**src/rtl/cache_ctrl_pkg.sv**
```systemverilog
// Shared types and tree-PLRU helpers for the set-associative cache controller.
// Helpers work on a 7-bit node vector (enough for 8 ways); unused upper nodes stay 0.
package cache_ctrl_pkg;

    typedef enum logic [1:0] {
        S_IDLE,
        S_COMPARE,
        S_WRITEBACK,
        S_ALLOCATE
    } cache_ctrl_state_t;

    localparam int PLRU_MAX_BITS = 7;
    typedef logic [PLRU_MAX_BITS-1:0] plru_bits_t;

    // Nodes are heap-ordered (children of n are 2n+1, 2n+2); a node bit of 1 points right.
    function automatic plru_bits_t plru_update(input plru_bits_t bits, input int unsigned way,
                                               input int unsigned num_ways);
        plru_bits_t  r_res;
        int unsigned node;
        logic        dir;
        r_res = bits;
        node  = 0;
        for (int lvl = 0; lvl < 3; lvl++) begin
            if ((32'd1 << lvl) < num_ways) begin
                dir              = ((way & (num_ways >> (lvl + 1))) != 0);
                r_res[node[2:0]] = ~dir;
                node             = 2 * node + 1 + 32'(dir);
            end
        end
        return r_res;
    endfunction

    function automatic int unsigned plru_victim(input plru_bits_t bits, input int unsigned num_ways);
        int unsigned node;
        node = 0;
        for (int lvl = 0; lvl < 3; lvl++) begin
            if ((32'd1 << lvl) < num_ways) begin
                node = 2 * node + 1 + 32'(bits[node[2:0]]);
            end
        end
        return node - (num_ways - 1);
    endfunction

endpackage

```
**src/rtl/cache_ctrl_plru.sv**
```systemverilog
// Per-set tree-PLRU state: NUM_SETS x (NUM_WAYS-1) node bits, victim read and hit update.
module plru_tree
    import cache_ctrl_pkg::*;
#(
    parameter  int NUM_WAYS = 4,
    parameter  int NUM_SETS = 8,
    localparam int WAY_W    = $clog2(NUM_WAYS),
    localparam int SET_W    = $clog2(NUM_SETS)
) (
    input  logic             i_clk,
    input  logic             i_rst,
    input  logic [SET_W-1:0] i_set,
    input  logic             i_upd_en,
    input  logic [WAY_W-1:0] i_upd_way,
    output logic [WAY_W-1:0] o_victim
);

    logic [NUM_WAYS-2:0] r_bits [NUM_SETS];
    plru_bits_t          w_cur;
    plru_bits_t          w_next;

    assign w_cur    = plru_bits_t'(r_bits[i_set]);
    assign w_next   = plru_update(w_cur, 32'(i_upd_way), NUM_WAYS);
    assign o_victim = WAY_W'(plru_victim(w_cur, NUM_WAYS));

    always_ff @(posedge i_clk) begin
        if (i_rst) begin
            for (int s = 0; s < NUM_SETS; s++) begin
                r_bits[s] <= '0;
            end
        end else if (i_upd_en) begin
            r_bits[i_set] <= w_next[NUM_WAYS-2:0];
        end
    end

endmodule

```
**src/rtl/cache_ctrl.sv**
```systemverilog
// N-way set-associative write-back cache controller FSM with tree-PLRU replacement.
// Optional performance counters (hit/miss/writeback) when CACHE_CTRL_PERF_EN is defined.
module cache_ctrl
    import cache_ctrl_pkg::*;
#(
    parameter  int NUM_WAYS = 4,
    parameter  int NUM_SETS = 8,
    localparam int WAY_W    = $clog2(NUM_WAYS),
    localparam int SET_W    = $clog2(NUM_SETS)
) (
    input  logic                i_clk,
    input  logic                i_rst,
    input  logic                i_mem_read,
    input  logic                i_mem_write,
    input  logic [SET_W-1:0]    i_set_idx,
    input  logic [NUM_WAYS-1:0] i_way_hit,
    input  logic [NUM_WAYS-1:0] i_way_valid,
    input  logic [NUM_WAYS-1:0] i_way_dirty,
    input  logic                i_pmem_resp,
    output logic                o_mem_resp,
    output logic                o_pmem_read,
    output logic                o_pmem_write,
    output logic [NUM_WAYS-1:0] o_load_way,
    output logic                o_fill_sel,
    output logic                o_addr_sel,
    output logic [WAY_W-1:0]    o_victim_way,
    output logic                o_set_dirty,
`ifdef CACHE_CTRL_PERF_EN
    output logic [31:0]         o_hit_cnt,
    output logic [31:0]         o_miss_cnt,
    output logic [31:0]         o_wb_cnt,
`endif
    output logic                o_clr_dirty
);

    cache_ctrl_state_t   r_state;
    cache_ctrl_state_t   w_next_state;
    logic [WAY_W-1:0]    r_victim_way;
    logic [WAY_W-1:0]    w_plru_victim;
    logic [WAY_W-1:0]    w_hit_idx;
    logic [WAY_W-1:0]    w_inv_idx;
    logic [WAY_W-1:0]    w_victim_sel;
    logic [NUM_WAYS-1:0] w_hit_oh;
    logic                w_req;
    logic                w_hit;
    logic                w_plru_upd;

    assign w_req        = i_mem_read | i_mem_write;
    assign w_hit        = |i_way_hit;
    // A multi-hot way_hit is illegal; fall back to the lowest matching way.
    assign w_hit_oh     = i_way_hit & (~i_way_hit + NUM_WAYS'(1));
    assign w_victim_sel = (&i_way_valid) ? w_plru_victim : w_inv_idx;
    assign w_plru_upd   = !i_rst && (r_state == S_COMPARE) && w_req && w_hit;
    assign o_victim_way = r_victim_way;

    always_comb begin
        w_hit_idx = '0;
        w_inv_idx = '0;
        for (int i = NUM_WAYS - 1; i >= 0; i--) begin
            if (i_way_hit[i])    w_hit_idx = WAY_W'(i);
            if (!i_way_valid[i]) w_inv_idx = WAY_W'(i);
        end
    end

    plru_tree #(.NUM_WAYS(NUM_WAYS), .NUM_SETS(NUM_SETS)) u_plru (
        .i_clk     (i_clk),
        .i_rst     (i_rst),
        .i_set     (i_set_idx),
        .i_upd_en  (w_plru_upd),
        .i_upd_way (w_hit_idx),
        .o_victim  (w_plru_victim)
    );

    always_ff @(posedge i_clk) begin
        if (i_rst) begin
            r_state      <= S_IDLE;
            r_victim_way <= '0;
        end else begin
            r_state <= w_next_state;
            if (r_state == S_COMPARE && w_req && !w_hit) begin
                r_victim_way <= w_victim_sel;
            end
        end
    end

    // Outputs are forced low while rst is high so an aborted miss never writes the arrays.
    always_comb begin
        w_next_state = r_state;
        o_mem_resp   = 1'b0;
        o_pmem_read  = 1'b0;
        o_pmem_write = 1'b0;
        o_load_way   = '0;
        o_fill_sel   = 1'b0;
        o_addr_sel   = 1'b0;
        o_set_dirty  = 1'b0;
        o_clr_dirty  = 1'b0;
        if (!i_rst) begin
            case (r_state)
                S_IDLE: begin
                    if (w_req) w_next_state = S_COMPARE;
                end
                S_COMPARE: begin
                    if (!w_req) begin
                        w_next_state = S_IDLE;
                    end else if (w_hit) begin
                        o_mem_resp   = 1'b1;
                        w_next_state = S_IDLE;
                        if (i_mem_write) begin
                            o_load_way  = w_hit_oh;
                            o_set_dirty = 1'b1;
                        end
                    end else begin
                        w_next_state = i_way_dirty[w_victim_sel] ? S_WRITEBACK : S_ALLOCATE;
                    end
                end
                S_WRITEBACK: begin
                    o_pmem_write = 1'b1;
                    o_addr_sel   = 1'b1;
                    if (i_pmem_resp) w_next_state = S_ALLOCATE;
                end
                S_ALLOCATE: begin
                    o_pmem_read = 1'b1;
                    if (i_pmem_resp) begin
                        o_load_way   = NUM_WAYS'(1) << r_victim_way;
                        o_fill_sel   = 1'b1;
                        o_clr_dirty  = 1'b1;
                        w_next_state = S_COMPARE;
                    end
                end
                default: w_next_state = S_IDLE;
            endcase
        end
    end

    always @(posedge i_clk) begin
        if (!i_rst && r_state == S_COMPARE) begin
            assert ($onehot0(i_way_hit));
        end
    end

`ifdef CACHE_CTRL_PERF_EN
    logic w_cnt_hit;
    logic w_cnt_miss;
    logic w_cnt_wb;

    assign w_cnt_hit  = (r_state == S_COMPARE) && w_req && w_hit;
    assign w_cnt_miss = (r_state == S_COMPARE) && w_req && !w_hit;
    assign w_cnt_wb   = (r_state == S_WRITEBACK) && i_pmem_resp;

    always_ff @(posedge i_clk) begin
        if (i_rst) begin
            o_hit_cnt  <= '0;
            o_miss_cnt <= '0;
            o_wb_cnt   <= '0;
        end else begin
            if (w_cnt_hit && !(&o_hit_cnt))   o_hit_cnt  <= o_hit_cnt + 32'd1;
            if (w_cnt_miss && !(&o_miss_cnt)) o_miss_cnt <= o_miss_cnt + 32'd1;
            if (w_cnt_wb && !(&o_wb_cnt))     o_wb_cnt   <= o_wb_cnt + 32'd1;
        end
    end
`endif

endmodule

```
**config.mk**
```make
export PLATFORM = sky130hd
export DESIGN_NAME = cache_ctrl
export DESIGN_NICKNAME = d
export VERILOG_FILES = /design/src/rtl/cache_ctrl_pkg.sv /design/src/rtl/cache_ctrl_plru.sv /design/src/rtl/cache_ctrl.sv
export SDC_FILE = /design/constraint.sdc
export NUM_CORES = 1
export LEC_CHECK = 0
export ABC_AREA = 1
export CELL_PAD_IN_SITES_DETAIL_PLACEMENT = 1
export CELL_PAD_IN_SITES_GLOBAL_PLACEMENT = 2
export CORE_ASPECT_RATIO = 1.4
export CORE_MARGIN = 5
export CORE_UTILIZATION = 29
export DETAILED_ROUTE_END_ITERATION = 10
export PLACE_DENSITY_LB_ADDON = 0.15
export SYNTH_ARGS = -nofsm -noshare
export SYNTH_HDL_FRONTEND = slang
export SYNTH_SLANG_ARGS = --single-unit
```
**constraint.sdc**
```tcl
create_clock -name i_clk -period 2 [get_ports i_clk]
set_clock_uncertainty 0.15 [all_clocks]
set_input_delay 0.4 -clock i_clk [delete_from_list [all_inputs] [get_ports i_clk]]
set_output_delay 0.4 -clock i_clk [all_outputs]
set_load 0.05 [all_outputs]
```
==> results of run 1 <==
[metrics by stage]
stage	power, mW	worst slack [ns]	instance area [um^2]	setup TNS [ns]
2_1_floorplan	0.831	-0.215	1890	-5.77
3_3_place_gp	0.987	-0.354	2640	-15.64
3_5_place_dp	0.991	-0.377	2640	-17.26
4_1_cts	1.36	-0.142	2780	-0.472
5_1_grt	1.41	-0.172	2810	-0.540
6_report	1.34	-0.0801	2810	-0.202
[worst paths after layout]
| check | startpoint | end | cells past startpoint |
|---|---|---|---|
| min | o_victim_way[1] | o_victim_way[1] | 2 |
| min reg2reg | o_victim_way[1] | o_victim_way[1] | 2 |
| max reg2reg | r_state[0] | u_plru.r_bits[3][1] | 9 |
| max | r_state[0] | o_load_way[3] | 7 |
[critical path, delay by kind of cell (launching register included)]
| family | cells | cell delay [ns] |
|---|---|---|
| flip-flops | 1 | 0.38 |
| buffers and inverters | 3 | 0.34 |
| AO/OA/AOI/OAI | 1 | 0.21 |
| AND/OR/NAND/NOR | 2 | 0.18 |
| adder cells (fa/ha/maj) | 1 | 0.15 |
[layer usage]
metal	track usage	vias to the layer above	wire length, um
met4	0.0400	0	93
li1	-	897	-
met3	0.0191	7	165
met1	0.140	811	1960
met2	0.283	31	3080
met5	0	-	0
[cells in the final DEF, fill, tap and decap left out, types with 5 or more instances in the layout]
cell type	count
nor2_2	8
inv_2	12
nand2_1	51
nor2_1	32
dlygate4sd2_1	11
buf_12	10
nand3_1	13
nand3_2	5
nor2_4	9
inv_1	36
nand2_2	15
edfxtp_1	24
clkdlybuf4s50_1	8
buf_4	43
[cells by family (layout without fill, tap and decap cells)]
| logic type | Yosys count | in the layout | synth area share |
|---|---|---|---|
| and+or+nand+nor | 141 | 141 | 0.355 |
| buffers and inverters | 56 | 129 | 0.126 |
| DFF | 28 | 28 | 0.442 |
| AOI/OAI and AO/OA | 15 | 15 | 0.0490 |
| adders and majority gates | 4 | 4 | 0.0276 |
[power by group]
group,leakage (nW),internal [mW],switching [mW],total [mW]
Clock,0.0288,0.176,0.181,0.357
Combinational,0.978,0.137,0.180,0.317
Sequential,0.282,0.654,0.00986,0.664
[layout make-up]
type	count	share of cell area
well taps	72	0.0320
multi-input cells	160	0.334
repair buffers	74	0.257
inverters	51	0.0699
flip-flops and latches	28	0.287
clock buffers	4	0.0196
[state kept, by name (all words and copies together) (netlist names)]
register / cells
u_plru.r_bits: 24
r_state: 2
o_victim_way: 2
[timing repair]
action / CTS / global route
setup buffers: 3 / 0
endpoints found under the setup margin: 42 / 7
pin swaps: 6 / 4
hold buffers: 0 / 0
gates resized for setup: 33 / 13
==> key figures, run 1 <==
Finish
  • Fraction of layout instances using a drive strength above 1: 0.397
  • Share of the core filled with cells in the final layout: 0.456
  • Layout Area Growth over Synthesis: 55.1%
  • Fill count: around 750
  • Multi-input logic area: roughly 940 um^2
  • Net count of the finished layout: between 300 and 400
  • Non-Filler Instances: ~400
  • Count of antenna diodes in the layout: 0
  • Area taken by flip-flops and latches: between 800 and 900 um^2

Global routing
  • Global route overflow: 0
  • Total global routing track utilization: 0.139
  • Via count of the first global-routing pass: ~2,000
  • Pin count of the biggest net entering global routing: 16
  • Number of antenna violations at the first check in global routing: 0
  • Wire length of the first global-routing pass: roughly 9 mm

STA
  • RSZ-0062 raised after global routing: true
  • Number of slew-limit violations in the final report: 0
  • Crit path time final: about 2.1 ns
  • Max frequency: roughly 480 MHz
  • Worst hold-check slack: 0.418 ns
  • Final setup violation count: 4
  • Final period utilization: 1.04
  • Hold Fails Final Rpt: 0
  • Slew Limit Headroom: 0.743
  • PnR worst setup slack: -0.0801 ns
  • Slew at the pin with the worst max-slew slack: 0.381 ns

Placed design
  • Port buffer count: 32
  • Post-placement cell count: ~380
  • Global placement routability congestion: 0.798
  • DPL Wire Length: ~4.5 mm

Worst setup path
  • Slack of the worst reg-to-reg path: 0.11 ns
  • Data arrival, critical path: about 1.5 ns
  • Worst-path cell chain: buf_6, ha_4, nand2_4, inv_2, nand4_1, a21oi_2, buf_12
  • Worst setup EP type: primary output
  • Crit start category: flop
  • Required time at the endpoint of the critical path: 1.45 ns
  • Highest fanout seen on the critical path: 3
  • Crit path max-delay cell type: dfxtp_4
  • Critical Path Max Stage Delay: ~0.38 ns
  • Startpoint-to-endpoint class of the critical path: flop to primary output

Synthesis
  • Most common cell in the netlist: nand2_1
  • Yosys reg bits: 28
  • Number of flops mapped to enable cells by yosys: 24
  • Average cell area after synthesis: roughly 7.4 um^2
  • Most frequent cells after synthesis: nand2_1 (63), inv_1 (46), nor2_1 (41)
  • Post-synth ARST share: 0
  • Portion of synthesized cell area occupied by the leading cell type: 0.398
  • Main area contributors after synthesis: edfxtp_1 (40%), nand2_1 (13%), inv_1 (9.5%)
  • Most used flip-flop cell after synthesis: edfxtp_1
  • Netlist Area Pre-Place: roughly 1800 um^2
  • Portion of the post-synthesis area used by sequential elements: 0.442
  • Top cell type by total area after synthesis: edfxtp_1
  • Synthesized instance count: about 240
  • Synthesized net count: about 270
  • Warnings, synthesis: 0
  • Netlist cell types: 28

Route
  • Drt drc: 0
  • Per-cell routed wire length: 13.6 um
  • Vias per inst: ~4.5
  • Via count: around 1,700
  • Initial DRC Count: between 60 and 70
  • Count of nets left with antenna violations after detail routing: 0
  • DRT Pass-1 Iters: 4
  • Total wire length after detailed routing: around 5.3 mm

Run status
  • Run status: finished with violations
  • Violations in the final reports: setup timing

Power and ir drop
  • Total leakage power: approximately 1.3 nW
  • Pwr per Cell Area: 476 nW/um^2
  • Peak ir drop on the vdd network: about 0.00021 V

Clock tree
  • Clk root buf: clkbuf_8
  • Clock buffers created by TritonCTS: 3
  • H-Tree Level Count: 1
  • Bufs on Longest Clock Path: 2
  • Clock sink count: 28
  • Insertion delay of the later-clocked pin in the worst-skew pair: between 0.2 and 0.3 ns
  • Clock edge transition at the registers on the reported setup and hold paths: around 0.1 ns
  • CTS tree: yes

Floorplan
  • Width of the die: 76.8 um
  • I/O pins: 33
  • Area of the core: 6170 um^2
  • Die H: 104 um
  • Effective utilization at floorplan: 0.294
  • Area enclosed by the die boundary: roughly 8000 um^2
  • Row count: 34

Job
  • Number of maximum-capacitance violations: 0

Min path
  • Worst Hold Class: flop to flop
Note: power is estimated with default switching activity, not from simulation.
==> run 2: changes to the inputs <==
--- a/config.mk
+++ b/config.mk
@@ -9,7 +9,7 @@
 export CELL_PAD_IN_SITES_DETAIL_PLACEMENT = 1
 export CELL_PAD_IN_SITES_GLOBAL_PLACEMENT = 2
 export CORE_ASPECT_RATIO = 1.4
-export CORE_MARGIN = 5
+export CORE_MARGIN = 2
 export CORE_UTILIZATION = 29
 export DETAILED_ROUTE_END_ITERATION = 10
 export PLACE_DENSITY_LB_ADDON = 0.15
==> run 2 against run 1 <==
Net effect: the run still ends with setup timing left; power fell by 0.27%; flip-flop and latch count is the same; combinational power fell by 3%; wire length is 0.36% lower; design area is 1.3% lower; largest cell class unchanged; highest routed layer unchanged.
==> key figures, run 2 (synthesis gave the netlist of run 1 again) <==
Run status
  • Run status: finished with violations
  • Violations in the final reports: setup timing

STA
  • Max frequency: 471 MHz
  • PnR worst setup slack: -0.123 ns
  • RSZ-0062 raised after global routing: true
  • Number of slew-limit violations in the final report: 0
  • Worst hold-check slack: roughly 0.39 ns
  • Hold Fails Final Rpt: 0
  • Slew Limit Headroom: 0.699
  • Final period utilization: 1.06
  • Total Neg Setup Slack: -0.328 ns
  • Final setup violation count: 4
  • Slew at the pin with the worst max-slew slack: approximately 0.45 ns
  • Crit path time final: approximately 2.1 ns

Clock tree
  • Insertion delay of the later-clocked pin in the worst-skew pair: roughly 0.27 ns
  • Clock buffers created by TritonCTS: 3
  • H-Tree Level Count: 1
  • Clk root buf: clkbuf_8
  • CTS tree: yes
  • Clock sink count: 28
  • Bufs on Longest Clock Path: 2
  • Clock edge transition at the registers on the reported setup and hold paths: 0.10 ns

Route
  • Drt drc: 0
  • Per-cell routed wire length: between 10 and 15 um
  • Via count: 1,765
  • Initial DRC Count: 29
  • Vias per inst: roughly 4.5
  • DRT Pass-1 Iters: 4
  • Count of nets left with antenna violations after detail routing: 0
  • Total wire length after detailed routing: 5.28 mm

Job
  • Number of maximum-capacitance violations: 0

Finish
  • Non-Filler Instances: 388
  • Area taken by flip-flops and latches: 808 um^2
  • Max reg flops: 24
  • Net count of the finished layout: 341
  • Share of the core filled with cells in the final layout: 0.453
  • Final standard cell area without fillers: between 2000 and 3000 um^2
  • Fraction of layout instances using a drive strength above 1: 0.364
  • Commonest cells after routing, fill and taps aside: nand2_1 (52), buf_4 (43), inv_1 (40)
  • Count of antenna diodes in the layout: 0
  • Layout Area Growth over Synthesis: 53.0%
  • Most common cell after layout, fill and taps aside: nand2_1
  • Multi-input logic area: about 900 um^2
  • Register bank with the most flops: u_plru.r_bits
  • Fill count: approximately 750

Global routing
  • Global-route track usage on met1: 0.172
  • Pin count of the biggest net entering global routing: 16
  • Total global routing track utilization: 0.164
  • Via count of the first global-routing pass: slightly below 2,000
  • Global-route track usage on met3: 0.0145
  • Global route overflow: 0
  • Number of antenna violations at the first check in global routing: 0
  • Met2 GRT Util: 0.330
  • Most crowded layer after global routing: met2
  • Wire length of the first global-routing pass: 8.95 mm

Floorplan
  • Row count: 34
  • I/O pins: 33
  • Effective utilization at floorplan: 0.296
  • Area of the core: just over 6000 um^2
  • Area enclosed by the die boundary: 6910 um^2
  • Width of the die: between 70 and 80 um
  • Die H: approximately 98 um

Power and ir drop
  • Total chip power: roughly 1.3 mW
  • Peak ir drop on the vdd network: 0.000234 V
  • Total leakage power: between 1 and 1.5 nW
  • Pwr per Cell Area: roughly 480 nW/um^2

Worst setup path
  • Launching element of the worst setup path: r_state[0]
  • Worst setup EP type: primary output
  • Startpoint-to-endpoint class of the critical path: flop to primary output
  • Data arrival, critical path: roughly 1.6 ns
  • Required time at the endpoint of the critical path: between 1 and 1.5 ns
  • Crit start category: flop
  • Worst R2R Start: r_state[1]
  • Highest fanout seen on the critical path: 4

Placed design
  • Port buffer count: 32
  • Post-placement cell count: 381
  • Global placement routability congestion: ~0.78
  • Area of placed instances: between 2000 and 3000 um^2
  • Setup Slack @ Placement: -0.406 ns
  • DPL Wire Length: roughly 4.5 mm

Min path
  • Worst Hold Class: flop to flop
  • Min-Delay Startpoint: r_state[1]
-- run 2: cell count changes in the layout (fill, tap and decap cells not counted), moves of 2 or more --
cell and change:
nor2_1 +2, nor2_4 -2, inv_2 -4, dlygate4sd2_1 -2, inv_1 +4
-- run 2: repair_timing --
item                       4_1_cts  5_1_grt
setup endpoints to repair       27       28
hold buffers                     0        0
pin swaps                        9        4
resized for setup               29        6
gates cloned                     1        0
buffers inserted                 2        0
-- run 2: worst paths after layout --
check,cells after the start,slack [ns],endpoint
hold reg to reg,2,0.39,r_state[1]
setup / recovery,7,-0.12,o_load_way[0]
hold / removal,2,0.39,r_state[1]
setup reg to reg,9,0.21,u_plru.r_bits[3][1]
-- run 2: power breakdown --
group	leakage [nW]	internal (mW)	switching, mW
clock network	0.0288	0.176	0.183
registers	0.282	0.654	0.0117
logic	0.984	0.133	0.176
-- run 2: layer usage --
layer / up-vias / routed length [um]
li1: 896 / -
met4: 0 / 124
met1: 824 / 1940
met2: 37 / 3080
met5: - / 0
met3: 8 / 131
-- run 2: cell type report --
cell class,count,share of cell area
inverter,51,0.0708
sequential,28,0.291
tap,72,0.0325
timing repair buffer,73,0.258
multi-input combinational,160,0.327
clock buffer,4,0.0198
-- run 2: critical path: stages (launching register included) --
cell and delay [ns]:
dfxtp_4 0.41, ha_4 0.16, nand2_4 0.05, or2_4 0.24
o22ai_2 0.09, inv_1 0.07, nor2_2 0.13, buf_12 0.15
